==> config.mk <==
export PLATFORM = sky130hd
export DESIGN_NAME = divider_scheduler
export DESIGN_NICKNAME = d
export VERILOG_FILES = /design/src/rtl/divider_scheduler.sv
export SDC_FILE = /design/constraint.sdc
export NUM_CORES = 1
export LEC_CHECK = 0
export ABC_AREA = 1
export BUFFER_PORTS_ARGS = -buffer_cell sky130_fd_sc_hd__clkbuf_2
export CORE_ASPECT_RATIO = 1.5
export CORE_UTILIZATION = 46
export CTS_CLUSTER_DIAMETER = 40
export CTS_CLUSTER_SIZE = 10
export DETAILED_ROUTE_END_ITERATION = 10
export PLACE_DENSITY = 0.8
export SYNTH_ARGS = -nofsm -noshare
export SYNTH_HDL_FRONTEND = slang
export SYNTH_SLANG_ARGS = --single-unit
==> constraint.sdc <==
create_clock -name Clk -period 4.5 [get_ports Clk]
set_input_delay 0.225 -clock Clk [delete_from_list [all_inputs] [get_ports Clk]]
set_output_delay 0.225 -clock Clk [all_outputs]
set_load 0.005 [all_outputs]
==> src/rtl/divider_scheduler.sv <==
// rtl/divider_scheduler.sv - shares one divider_timing unit among four requesters
// Define DIVIDER_SCHEDULER_FIXED_PRIO_EN for fixed priority (requester 0 highest); default is round-robin.
module divider_scheduler (
  input  logic        Clk,
  input  logic        Reset,
  input  logic [3:0]  Req,
  input  logic [31:0] ReqX,
  input  logic [31:0] ReqY,
  output logic [3:0]  Gnt,
  output logic [3:0]  RspValid,
  input  logic [3:0]  RspAck,
  output logic [7:0]  Quotient,
  output logic [7:0]  Remainder,
  output logic        DivByZero,
  output logic        Busy,
  output logic [7:0]  DivXin,
  output logic [7:0]  DivYin,
  output logic        DivStart,
  output logic        DivSCEN,
  output logic        DivAck,
  input  logic        DivDone,
  input  logic [7:0]  DivQuotient,
  input  logic [7:0]  DivRemainder
);

  localparam logic [3:0] S_IDLE  = 4'b0001;
  localparam logic [3:0] S_START = 4'b0010;
  localparam logic [3:0] S_WAIT  = 4'b0100;
  localparam logic [3:0] S_RESP  = 4'b1000;

  logic [3:0] state, state_nxt;
  logic [1:0] g;
  logic [3:0] g_oh;
  logic       dz_gnt;
  logic       win_found;
  logic [1:0] win;
  logic [7:0] win_x, win_y;
  logic [1:0] arb_base;

`ifdef DIVIDER_SCHEDULER_FIXED_PRIO_EN
  assign arb_base = 2'd0;
`else
  logic [1:0] ptr;
  assign arb_base = ptr;
`endif

  // Scan from the highest offset down so the lowest offset from arb_base wins.
  always_comb begin
    logic [1:0] idx;
    win_found = 1'b0;
    win       = 2'd0;
    for (int i = 3; i >= 0; i--) begin
      idx = arb_base + 2'(i);
      if (Req[idx]) begin
        win_found = 1'b1;
        win       = idx;
      end
    end
  end

  assign win_x = ReqX[{win, 3'b000} +: 8];
  assign win_y = ReqY[{win, 3'b000} +: 8];
  assign g_oh  = 4'b0001 << g;

  always_ff @(posedge Clk) begin
    if (Reset) state <= S_IDLE;
    else       state <= state_nxt;
  end

  always_comb begin
    state_nxt = state;
    case (state)
      S_IDLE:  if (win_found) state_nxt = (win_y == 8'd0) ? S_RESP : S_START;
      S_START: state_nxt = S_WAIT;
      S_WAIT:  if (DivDone) state_nxt = S_RESP;
      S_RESP:  if (RspAck[g]) state_nxt = S_IDLE;
      default: state_nxt = S_IDLE;
    endcase
  end

  always_comb begin
    Gnt      = 4'b0000;
    RspValid = 4'b0000;
    DivStart = 1'b0;
    DivSCEN  = 1'b0;
    DivAck   = 1'b0;
    Busy     = (state != S_IDLE);
    case (state)
      S_START: begin
        Gnt      = g_oh;
        DivStart = 1'b1;
      end
      S_WAIT: begin
        DivSCEN = 1'b1;
        DivAck  = DivDone;
      end
      S_RESP: begin
        RspValid = g_oh;
        Gnt      = dz_gnt ? g_oh : 4'b0000;
      end
      default: ;
    endcase
  end

  // Divide-by-zero bypasses START, so its grant is issued in the first RESP cycle instead.
  always_ff @(posedge Clk) begin
    if (Reset) begin
      g         <= 2'd0;
      dz_gnt    <= 1'b0;
      DivXin    <= 8'h00;
      DivYin    <= 8'h00;
      Quotient  <= 8'h00;
      Remainder <= 8'h00;
      DivByZero <= 1'b0;
`ifndef DIVIDER_SCHEDULER_FIXED_PRIO_EN
      ptr       <= 2'd0;
`endif
    end else begin
      case (state)
        S_IDLE: begin
          if (win_found) begin
            g      <= win;
            DivXin <= win_x;
            DivYin <= win_y;
            if (win_y == 8'd0) begin
              Quotient  <= 8'hFF;
              Remainder <= win_x;
              DivByZero <= 1'b1;
              dz_gnt    <= 1'b1;
            end
          end
        end
        S_WAIT: begin
          if (DivDone) begin
            Quotient  <= DivQuotient;
            Remainder <= DivRemainder;
            DivByZero <= 1'b0;
          end
        end
        S_RESP: begin
          dz_gnt <= 1'b0;
`ifndef DIVIDER_SCHEDULER_FIXED_PRIO_EN
          if (RspAck[g]) ptr <= g + 2'd1;
`endif
        end
        default: ;
      endcase
    end
  end

endmodule

Word-level counts from Yosys, hierarchy flattened
Index checks and enable logic that the tools add are counted.
{"block": "totals", "regBits": 42, "latch_bits": 0, "ram_bits": 0, "romBits": 0, "word_cells": 80, "mem_count": 0}
{"block": "classes", "addsub": 4, "mul": 0, "n_div": 0, "order_cmp": 5, "n_eq_ne": 9, "n_shift": 3, "n_mux": 42, "bitwise_logic": 0, "reduce_logical": 8}
{"cell": "$shiftx A32 B6 Y8", "count": 2}
{"cell": "$mux W8", "count": 6}
{"cell": "$pmux W8 S2", "count": 2}
{"cell": "$mux W4", "count": 6}
{"cell": "$pmux W4 S4", "count": 1}
{"cell": "$lt A2 B3 Y1 const B", "count": 5}
{"cell": "$mux W1", "count": 15}
{"cell": "$bmux W1 S2", "count": 5}
{"cell": "$logic_not A8 Y1", "count": 1}
{"cell": "$mux W2", "count": 4}
{"cell": "$ne A2 B2 Y1 const B", "count": 4}
{"cell": "$pmux W4 S2", "count": 1}
{"cell": "$reduce_and A3 Y1", "count": 2}
{"cell": "$add A2 B1 Y2 const B", "count": 2}
{"cell": "$add A2 B2 Y2 const B", "count": 2}
{"cell": "$eq A4 B1 Y1 const B", "count": 1}
{"cell": "$eq A4 B2 Y1 const B", "count": 1}
{"cell": "$eq A4 B3 Y1 const B", "count": 1}
{"cell": "$eq A4 B4 Y1 const B", "count": 1}
{"cell": "$ne A4 B1 Y1 const B", "count": 1}
{"cell": "$pmux W1 S2", "count": 2}
{"cell": "$reduce_and A2 Y1", "count": 2}
{"cell": "$reduce_and A4 Y1", "count": 1}
{"cell": "$reduce_bool A2 Y1", "count": 2}
{"cell": "$shl A1 B2 Y4 const A", "count": 1}

Depth between registers and ports, before layout
Gate-level depths: netlist of run 1.
{"block": "logic_depth", "word_depth": 12, "ltp_mapped": 19, "mapped_depth_nobuf": 17}

Worst setup path before layout of run 1
Ideal clock, no wire load.
{"block": "synth_timing", "path_kind": "flip-flop to flip-flop", "start": "reg ptr[0] (netlist: arb_base[0])", "end": "reg Remainder[5]", "setup_ns": 0.115, "arrival_time_ns": 2.090, "slack_ns": 2.295, "stages_incl_launch_ff": 18, "path_buffers": 3, "period_less_slack_ns": 2.205, "cell_sequence": "dfxtp_1 > buf_4 > o21ai_1 > nand2_1 > nand3_2 > nand2_2 > nand2_4 > buf_4 > nand3_1 > nand3_1 > nand2_1 > nor2_1 > nand2_1 > o21ai_4 > buf_6 > nand3_1 > nand2_1 > nor2_1"}
{"block": "synth_via", "elab_chain_cells": 11, "word_cells_on_any_way": 28}
{"element": "start, declared", "line_no": "43", "rtl": "logic [1:0] ptr;"}
{"element": "start signal, assigned", "line_no": "143", "rtl": "if (RspAck[g]) ptr <= g + 2'd1;"}
{"element": "$add A2 B2 Y2", "line_no": "53", "rtl": "idx = arb_base + 2'(i);"}
{"element": "$bmux W1 S2", "line_no": "54", "rtl": "if (Req[idx]) begin"}
{"element": "$mux W1 (implied by the code)", "line_no": "54"}
{"element": "$mux W2 (4 in a row)", "line_no": "54"}
{"element": "$shiftx A32 B6 Y8 (on tied branches)", "line_no": "62, 61"}
{"element": "$logic_not A8 Y1 or $mux W8 (tied branches)", "line_no": "125", "rtl": "if (win_y == 8'd0) begin"}
{"element": "$ne A2 B2 Y1 (no line) or $mux W8 (tied branches)"}
{"element": "$reduce_and A4 Y1 (no line) or $pmux W8 S2 (tied branches)"}
{"element": "end signal, assigned", "line_no": "127", "rtl": "Remainder <= win_x;"}
{"element": "end signal, assigned", "line_no": "136", "rtl": "Remainder <= DivRemainder;"}
{"element": "end, declared", "line_no": "13", "rtl": "output logic [7:0] Remainder,"}
Several ways; a longest one is shown, not always the timed one. The select of a mux whose other input is x is not followed.
A chain may end at the register's enable or synchronous reset.

Worst setup path in the final report of run 1
{"block": "layout_timing", "start": "reg ptr[0] (netlist: arb_base[0])", "end": "reg DivByZero"}
{"block": "layout_via", "elab_chain_cells": 11, "word_cells_on_any_way": 24}
{"element": "$add A2 B2 Y2", "line_no": "53"}
{"element": "$bmux W1 S2", "line_no": "54"}
{"element": "$mux W1 (implied by the code)", "line_no": "54"}
{"element": "$mux W2 (4 in a row)", "line_no": "54"}
{"element": "$shiftx A32 B6 Y8", "line_no": "62", "rtl": "assign win_y = ReqY[{win, 3'b000} +: 8];"}
{"element": "$logic_not A8 Y1", "line_no": "125"}
{"element": "$ne A2 B2 Y1 (no line)"}
{"element": "$reduce_and A4 Y1 (no line) (*)"}
{"element": "end signal, assigned", "line_no": "114", "rtl": "DivByZero <= 1'b0;"}
{"element": "end signal, assigned", "line_no": "128", "rtl": "DivByZero <= 1'b1;"}
{"element": "end signal, assigned", "line_no": "137", "rtl": "DivByZero <= 1'b0;"}
{"element": "end, declared", "line_no": "14", "rtl": "output logic DivByZero,"}
Mark *: on every way between the ends. The rest lies on a longest branch, timed or not. The select of a mux whose other input is x is not followed.

==> impl_metrics.json, run 1 <==
{
  "status": "finished clean",
  "ant_nets": 0,
  "setup_viol": 0,
  "yosys-top-cells-count": "inv_1, nor2_1, nand2_1, o21ai_0, dfxtp_1",
  "cts_root_buffer": "clkbuf_8",
  "relSlewSlack_pct": 32.1,
  "drcViolationCount": 0,
  "syn_inst": 432,
  "clock_latency_ns": 0.29,
  "clockPowerShare_pct": 27.2,
  "clock_skew_ns": 0.00394,
  "rsz0062_at_grt": "false",
  "dr.first_iter.drc_count": 199,
  "clk_pin_slew_ns": 0.08,
  "diodes": 0,
  "rows": 33,
  "cp.required_ns": 4.66,
  "io_pins": 136,
  "vias": 3116,
  "yosysWarnings": 0,
  "numPortBuffers": 135,
  "htree_num_levels": 2,
  "grt.overflow.total": 0,
  "holdBufCountCts": 0,
  "routed_wl_um": 7500,
  "p_per_area_mw_per_mm2": 319,
  "grt_pass1_vias": 2707,
  "ir_drop_mv": 0.172,
  "grt_pass1_wl_um": 11600,
  "max_stage_delay_ns": 0.56,
  "path_class": "reg2reg",
  "die_x_um": 64.6,
  "first_pass_iters": 4,
  "fin_setup_tns_ns": 0,
  "cts.sinks": 42,
  "groute.usage.overall_pct": 23.7,
  "seqPwrFrac_pct": 40.8,
  "cts_setup_buffers": 0,
  "gp_congestion": 0.797,
  "finalHoldViolCount": 0,
  "leakagePower_nw": 1.92,
  "power_switching_uw": 375,
  "fin_crit_sh_pct": 67.9,
  "netlist_top_cells_area": "dfxtp_1, inv_1, nor2_1",
  "seq_area_frac_synth_pct": 31.1,
  "die_area_mm2": 0.00620,
  "ys_types": 26,
  "end_kind": "flop",
  "power_mw": 1.12,
  "crit_path_top_delay_cell": "dfxtp_1",
  "crit_chain": "inv_1, nand2_1, nand3_1, nand2_1, nand3_2, nand2_2, nand2_4, nand2_4, nand2_1, nand3_1, nand2_1, nor2_1, nand2_1, o21ai_4, nand2_2, nand2_1, a21oi_1",
  "p_sw_share_pct": 33.6,
  "grt_max_degree": 34,
  "syn_nets": 527,
  "synth-seq-cells": 42,
  "wl_per_cell_um": 12.0,
  "synth_area_per_cell_um2": 6.26,
  "crit_path_start_kind": "flop",
  "internal-power_uw": 741,
  "tightest_slew_ns": 1.01,
  "maxCapViolCount": 0,
  "syn_to_final_growth_pct": 29.3,
  "async_flop_share_pct": 0,
  "nFillCells": 542,
  "synth_top_area_share_pct": 31.1,
  "drive_above_1_share_pct": 27.8,
  "path_max_fanout": 33,
  "grt_antenna_before_repair": 0,
  "pwr-share-comb_pct": 32.1,
  "synth_edf_count": 0,
  "fmax_ghz": 0.327,
  "synth_area_mm2": 0.00271,
  "viasPerCell": 4.97,
  "numCtsBuffers": 5,
  "fin_crit_ns": 3.05,
  "synth.most_common_cell": "inv_1",
  "hold_path_class": "in2reg",
  "worst_ep_arrival_time_ns": 3.22,
  "cts_buffer_depth": 2,
  "yosys.area.top_type": "dfxtp_1",
  "report.final.slew_viol_count": 0,
  "critPathMostFrequentCell": "nand2_1",
  "fin_util_pct": 62.8,
  "dieHeight_um": 95.9,
  "dp_hpwl_um": 5930,
  "fin_nets": 652,
  "start_util_pct": 48.6,
  "cts_tree": "yes",
  "coreArea_mm2": 0.00557,
  "cts_resized": 0,
  "yosys_most_used_dff": "dfxtp_1"
}
worst max-delay path: cells and delay by family, from the launching register on:
family                 cells  cell delay (ns)
and+or+nand+nor           14             1.75
DFF                        1             0.56
AOI/OAI and AO/OA          2             0.46
buffers and inverters      1             0.15
cell usage in the layout (no fill, tap or decap), drive strengths merged:
master | netlist | routed
xnor2 | 1 | 1
dfxtp | 42 | 42
nand3b | 12 | 12
a21oi | 28 | 28
a21boi | 1 | 1
inv | 76 | 76
nand4 | 2 | 2
mux2i | 8 | 8
nand2 | 64 | 64
ha | 4 | 4
nor2 | 74 | 74
clkbuf | 10 | 141
o22ai | 8 | 8
buf | 9 | 2
nand3 | 42 | 42
bufinv | 0 | 1
nor3 | 3 | 3
o21ai | 48 | 48
worst paths after layout:
| path | cells after the start | start | to | slack [ns] |
|---|---|---|---|---|
| worst max-delay path | 17 | arb_base[0] | DivByZero | 1.45 |
| worst min-delay path | 3 | DivQuotient[7] | Quotient[7] | 0.23 |
| worst max register to register | 17 | arb_base[0] | DivByZero | 1.45 |
| worst min register to register | 2 | Quotient[6] | Quotient[6] | 0.46 |
state kept, by name (all words and copies together), names as in the netlist:
name	flops
DivByZero	1
DivXin	8
DivYin	8
Quotient	8
Remainder	8
arb_base	2
dz_gnt	1
g	2
state	4
power by group through the flow:
stage          registers [mW]  clock network (mW)  logic, mW
4_1_cts                 0.454               0.308      0.358
2_1_floorplan           0.457                   0      0.222
5_1_grt                 0.459               0.323      0.410
3_5_place_dp            0.463                   0      0.357
3_3_place_gp            0.462                   0      0.349
6_report                0.455               0.303      0.358
final cells by class:
cell class                      count  area [um^2]  share of cell area, %
Timing Repair Buffer              137          691                   19.7
Sequential cell                    42          841                   24.0
Clock buffer                        6         82.6                   2.36
Multi-Input combinational cell    295         1480                   42.4
Clock inverter                      1         30.0                  0.858
Inverter                           76          285                   8.15
Tap cell                           70         87.6                   2.50
cell families after synthesis:
| family | count (synthesis) | share of synthesized area, % |
|---|---|---|
| XOR/XNOR | 1 | 0.324 |
| multiplexers | 8 | 2.96 |
| buffers and inverters | 95 | 14.3 |
| AO/OA/AOI/OAI | 85 | 16.7 |
| flip-flops | 42 | 31.1 |
| AND/OR/NAND/NOR | 197 | 32.7 |
| adder cells (fa/ha/maj) | 4 | 1.85 |
metrics by stage:
step	worst slack [ns]	cell area, um^2	instances	hold WS, ns
final	1.45	3500	627	0.228
after global routing	1.09	3500	627	0.253
after CTS	1.46	3500	627	0.225
after detailed placement	1.47	3390	620	0.444
after global placement	1.60	3390	620	0.438
after floorplan	2.29	2710	432	0.413
per-layer routing:
layer  share of wire, %  vias to the layer above  track usage [%]
met1                 41                     1356             26.9
met4                2.6                        0             9.44
li1                   -                     1622                -
met2                 52                      120             43.1
met3                4.8                       18             4.50
met5                  0                        -                0
(Power assumes the default switching activity.)
==> run 2: changes to the inputs <==
--- a/config.mk
+++ b/config.mk
@@ -8,11 +8,11 @@
 export ABC_AREA = 1
 export BUFFER_PORTS_ARGS = -buffer_cell sky130_fd_sc_hd__clkbuf_2
 export CORE_ASPECT_RATIO = 1.5
-export CORE_UTILIZATION = 46
+export CORE_UTILIZATION = 42
 export CTS_CLUSTER_DIAMETER = 40
 export CTS_CLUSTER_SIZE = 10
 export DETAILED_ROUTE_END_ITERATION = 10
-export PLACE_DENSITY = 0.8
+export PLACE_DENSITY = 0.76
 export SYNTH_ARGS = -nofsm -noshare
 export SYNTH_HDL_FRONTEND = slang
 export SYNTH_SLANG_ARGS = --single-unit
==> constraint.sdc (replaced) <==
create_clock -name Clk -period 2.7 [get_ports Clk]
set_input_delay 0.135 -clock Clk [delete_from_list [all_inputs] [get_ports Clk]]
set_output_delay 0.135 -clock Clk [all_outputs]
set_load 0.005 [all_outputs]
==> impl_metrics.json, run 2 (same netlist as run 1, synthesis figures left out) <==
{
  "status": "finished clean",
  "fmax_ghz": 0.414,
  "die_x_um": 67.5,
  "rr_worst_depth": 18,
  "hold_path_class": "in2reg",
  "rows": 35,
  "ir_drop_mv": 0.239,
  "grt.overflow.total": 0,
  "fin_crit_sh_pct": 89.5,
  "reg2reg_to": "Remainder[6]",
  "fin_nets": 660,
  "placed_area_mm2": 0.00344,
  "met3_usage_pct": 4.20,
  "dieHeight_um": 100,
  "fin_setup_tns_ns": 0,
  "worstHoldStart": "DivQuotient[2]",
  "power_mw": 1.87,
  "tightest_slew_ns": 0.680,
  "fin_area_mm2": 0.00360,
  "numCtsBuffers": 5,
  "grt_pass1_wl_um": 11100,
  "holdBufCountCts": 0,
  "relSlewSlack_pct": 54.6,
  "nFillCells": 595,
  "met1_usage_pct": 24.5,
  "holdPathEnd": "Quotient[2]",
  "end_kind": "flop",
  "rsz0062_at_grt": "false",
  "ant_nets": 0,
  "p_per_area_mw_per_mm2": 519,
  "groute.usage.overall_pct": 21.0,
  "grt_use_met2_pct": 36.4,
  "routed_wl_um": 7340,
  "worst_ep_arrival_time_ns": 2.61,
  "grt_pass1_vias": 2553,
  "start_util_pct": 43.8,
  "finalHoldViolCount": 0,
  "busiest_layer": "met2",
  "drive_above_1_share_pct": 29.5,
  "clock_skew_ns": 0.00620,
  "cts_tree": "yes",
  "syn_to_final_growth_pct": 33.1,
  "diodes": 0,
  "r2r-start": "arb_base[1]",
  "clock_latency_ns": 0.30,
  "io_pins": 136,
  "first_pass_iters": 4,
  "fin_crit_ns": 2.42,
  "gp_congestion": 0.829,
  "cts_buffer_depth": 2,
  "viasPerCell": 4.87,
  "path_max_fanout": 19,
  "leakagePower_nw": 1.96,
  "vias": 3114,
  "clk_pin_slew_ns": 0.08,
  "grt_max_degree": 34,
  "hold_ws_ns": 0.125,
  "maxCapViolCount": 0,
  "htree_num_levels": 2,
  "path_class": "reg2reg",
  "report.final.slew_viol_count": 0,
  "final_common_cell": "clkbuf_2",
  "coreArea_mm2": 0.00617,
  "drcViolationCount": 0,
  "hold_depth": 3,
  "dp_hpwl_um": 5760,
  "setup_viol": 0,
  "dr.first_iter.drc_count": 93,
  "grt_antenna_before_repair": 0,
  "regToRegSetupSlack_ns": 0.28,
  "wl_per_cell_um": 11.5,
  "cts.sinks": 42,
  "cts_root_buffer": "clkbuf_8",
  "numPortBuffers": 135,
  "final_cell_mix": "clkbuf_2, inv_1, nor2_1, nand2_1, o21ai_0",
  "die_area_mm2": 0.00678,
  "cp.required_ns": 2.90,
  "crit_path_start_kind": "flop"
}
-- run 2: worst max-delay path, cell delays in order (launching register included) --
cell	delay, ns
dfxtp_1	0.42
inv_1	0.11
nand2_1	0.07
nand2_1	0.08
nand2_1	0.11
nand3_2	0.12
nand2_2	0.12
nand2_8	0.13
nand2_4	0.14
nand2_1	0.07
nand3_1	0.07
nand2_1	0.07
nor2_1	0.11
nand2_1	0.13
o21ai_4	0.17
buf_6	0.18
nand3_1	0.09
nand2_1	0.07
nor2_1	0.05
-- run 2: layout make-up --
cell class,instances,area (um^2),share of cell area (%)
clock buffer,5,68.8,1.91
clock inverter,3,40.0,1.11
inverter,76,289,8.02
multi-input combinational,297,1530,42.3
sequential,42,845,23.4
tap,74,92.6,2.57
timing repair buffer,143,743,20.6
-- run 2: report_power, final --
| part | internal, mW | leakage (nW) | total (mW) | switching [mW] |
|---|---|---|---|---|
| Combinational | 0.253 | 1.56 | 0.619 | 0.366 |
| Sequential | 0.699 | 0.344 | 0.754 | 0.0551 |
| Clock | 0.272 | 0.0579 | 0.497 | 0.224 |
-- run 2: routing by layer --
| metal | share of wire [%] | wire length [um] | vias up |
|---|---|---|---|
| met5 | 0 | 0 | - |
| met4 | 1.9 | 136 | 0 |
| met3 | 4.9 | 360 | 10 |
| met2 | 52 | 3820 | 100 |
| met1 | 41 | 3020 | 1365 |
| li1 | - | - | 1639 |
-- run 2: worst max-delay path by stage --
stage / end / cells after the start / startpoint / slack (ns)
after floorplan: Remainder[5] / 17 / arb_base[0] / 0.49
after global placement: Remainder[7] / 18 / arb_base[0] / 0.11
after detailed placement: Remainder[6] / 18 / arb_base[0] / 0.01
after CTS: Remainder[6] / 18 / arb_base[0] / 0.08
after global routing: Remainder[4] / 17 / arb_base[0] / 0.03
final: Remainder[6] / 18 / arb_base[1] / 0.28
-- run 2: through the flow --
stage	instances	util (%)	setup slack [ns]
2_1_floorplan	432	-	0.495
3_3_place_gp	630	55.7	0.107
3_5_place_dp	630	55.7	0.00981
4_1_cts	638	57.6	0.0803
5_1_grt	640	58.4	0.0274
6_report	640	58.4	0.284
-- run 2: what timing repair did --
| action | 4_1_cts | 5_1_grt |
|---|---|---|
| resized for setup | 1 | 6 |
| pin swaps | 0 | 1 |
| cloned | 0 | 2 |
| endpoints found under the setup margin | 2 | 20 |
| setup buffers | 0 | 0 |
==> run 3: changes to the inputs <==
--- a/config.mk
+++ b/config.mk
@@ -13,6 +13,7 @@
 export CTS_CLUSTER_SIZE = 10
 export DETAILED_ROUTE_END_ITERATION = 10
 export PLACE_DENSITY = 0.76
+export REMOVE_ABC_BUFFERS = 1
 export SYNTH_ARGS = -nofsm -noshare
 export SYNTH_HDL_FRONTEND = slang
 export SYNTH_SLANG_ARGS = --single-unit
==> impl_metrics.json, run 3 (same netlist as run 1, synthesis figures left out) <==
{
  "die_area_mm2": 0.00678,
  "drcViolationCount": 0,
  "final_common_cell": "clkbuf_2",
  "hold_path_class": "in2reg",
  "drive_above_1_share_pct": 29.3,
  "r2r-start": "arb_base[0]",
  "diodes": 0,
  "final_cell_mix": "clkbuf_2, inv_1, nor2_1, nand2_1, o21ai_0",
  "fin_nets": 659,
  "grt_max_degree": 34,
  "rsz0062_at_grt": "false",
  "path_class": "reg2reg",
  "vias": 3126,
  "fin_crit_sh_pct": 88.9,
  "grt_antenna_before_repair": 0,
  "numCtsBuffers": 5,
  "viasPerCell": 4.90,
  "holdBufCountCts": 0,
  "pwr-share-comb_pct": 34.8,
  "htree_num_levels": 2,
  "worst_ep_arrival_time_ns": 2.58,
  "fin_crit_ns": 2.40,
  "ant_nets": 0,
  "clock_skew_ns": 0.00361,
  "met1Wirelength_um": 2890,
  "wl_per_cell_um": 11.5,
  "cts_buffer_depth": 2,
  "regToRegSetupSlack_ns": 0.30,
  "p_sw_share_pct": 35.9,
  "grt_pass1_wl_um": 11500,
  "io_pins": 136,
  "fmax_ghz": 0.417,
  "dieHeight_um": 100,
  "maxCapViolCount": 0,
  "first_pass_iters": 4,
  "power_switching_uw": 627,
  "internal-power_mw": 1.12,
  "leakagePower_nw": 1.95,
  "cts_tree": "yes",
  "die_x_um": 67.5,
  "grt.overflow.total": 0,
  "seqPwrFrac_pct": 43.2,
  "syn_to_final_growth_pct": 31.1,
  "path_max_fanout": 16,
  "cts_root_buffer": "clkbuf_8",
  "setup_viol": 0,
  "routed_wl_um": 7320,
  "crit_path_start_kind": "flop",
  "status": "finished clean",
  "numPortBuffers": 135,
  "start_util_pct": 43.8,
  "top_layer_used": "met4",
  "dr_wl_met2_um": 3810,
  "clock_latency_ns": 0.29,
  "gp_congestion": 0.810,
  "relSlewSlack_pct": 58.0,
  "groute.usage.overall_pct": 21.5,
  "end_kind": "flop",
  "clk_pin_slew_ns": 0.08,
  "rows": 35,
  "cp.required_ns": 2.88,
  "clockPowerShare_pct": 22.0,
  "ir_drop_mv": 0.252,
  "grt_pass1_vias": 2754,
  "dp_hpwl_um": 5840,
  "dr_wl_met3_um": 458,
  "report.final.slew_viol_count": 0,
  "finalHoldViolCount": 0,
  "p_per_area_mw_per_mm2": 492,
  "rr_worst_depth": 17,
  "dr.first_iter.drc_count": 125,
  "cts.sinks": 42,
  "power_mw": 1.75,
  "fin_setup_tns_ns": 0,
  "coreArea_mm2": 0.00617,
  "tightest_slew_ns": 0.629,
  "startpoint": "arb_base[0]",
  "endpoint": "Remainder[6]",
  "reg2reg_to": "Remainder[6]",
  "fin_util_pct": 57.4
}
[run 3: power by group through the flow]
stage	Clock [mW]	Combinational, mW	Sequential [mW]
final	0.384	0.608	0.755
after global routing	0.419	0.697	0.764
after detailed placement	0	0.607	0.769
after floorplan	0	0.347	0.762
after global placement	0	0.597	0.765
after CTS	0.401	0.610	0.755
[run 3: worst min path at each step]
stage,from,to,slack (ns),cells after the start
2_1_floorplan,Reset,DivByZero,0.20,1
3_3_place_gp,DivQuotient[3],Quotient[3],0.42,3
4_1_cts,DivQuotient[0],Quotient[0],0.13,3
3_5_place_dp,DivQuotient[0],Quotient[0],0.43,3
6_report,DivQuotient[0],Quotient[0],0.13,3
5_1_grt,DivQuotient[2],Quotient[2],0.15,3
[run 3: worst max-delay path, stage by stage, from the launching register on]
cell and delay (ns):
dfxtp_2 0.36, buf_4 0.16, o21ai_1 0.18, nand2_1 0.11
nand3_2 0.12, nand2_2 0.07, nand2_4 0.09, buf_6 0.17
nand3_1 0.08, nand3_1 0.09, nand2_1 0.07, nor2_1 0.10
nand2_1 0.12, o21ai_4 0.20, buf_6 0.18, nand3_1 0.08
nand2_1 0.06, nor2_1 0.05
[run 3: layer usage]
metal,vias to the layer above,track usage [%]
li1,1632,-
met1,1369,23.8
met2,109,39.1
met3,16,3.52
met4,0,8.02
met5,-,0
[run 3: repair_timing]
action | 4_1_cts | 5_1_grt
endpoints found under the hold margin | 0 | 0
endpoints found under the setup margin | 0 | 20
gates resized for setup | 0 | 5
setup buffers | 0 | 0
[run 3: cell type report]
cell class / count / area [um^2]
sequential: 42 / 842
inverter: 76 / 285
timing repair buffer: 144 / 751
clock inverter: 2 / 10.0
fill: 606 / 2630
tap: 74 / 92.6
multi-input combinational: 295 / 1500
clock buffer: 5 / 68.8
[run 3: metrics by stage]
stage	instance area [um^2]	std cells	setup WS [ns]	hold WS, ns
2_1_floorplan	2600	413	-0.339	0.204
3_3_place_gp	3450	631	0.210	0.423
3_5_place_dp	3450	631	0.121	0.428
4_1_cts	3530	638	0.100	0.125
5_1_grt	3550	638	0.0180	0.148
6_report	3550	638	0.299	0.133
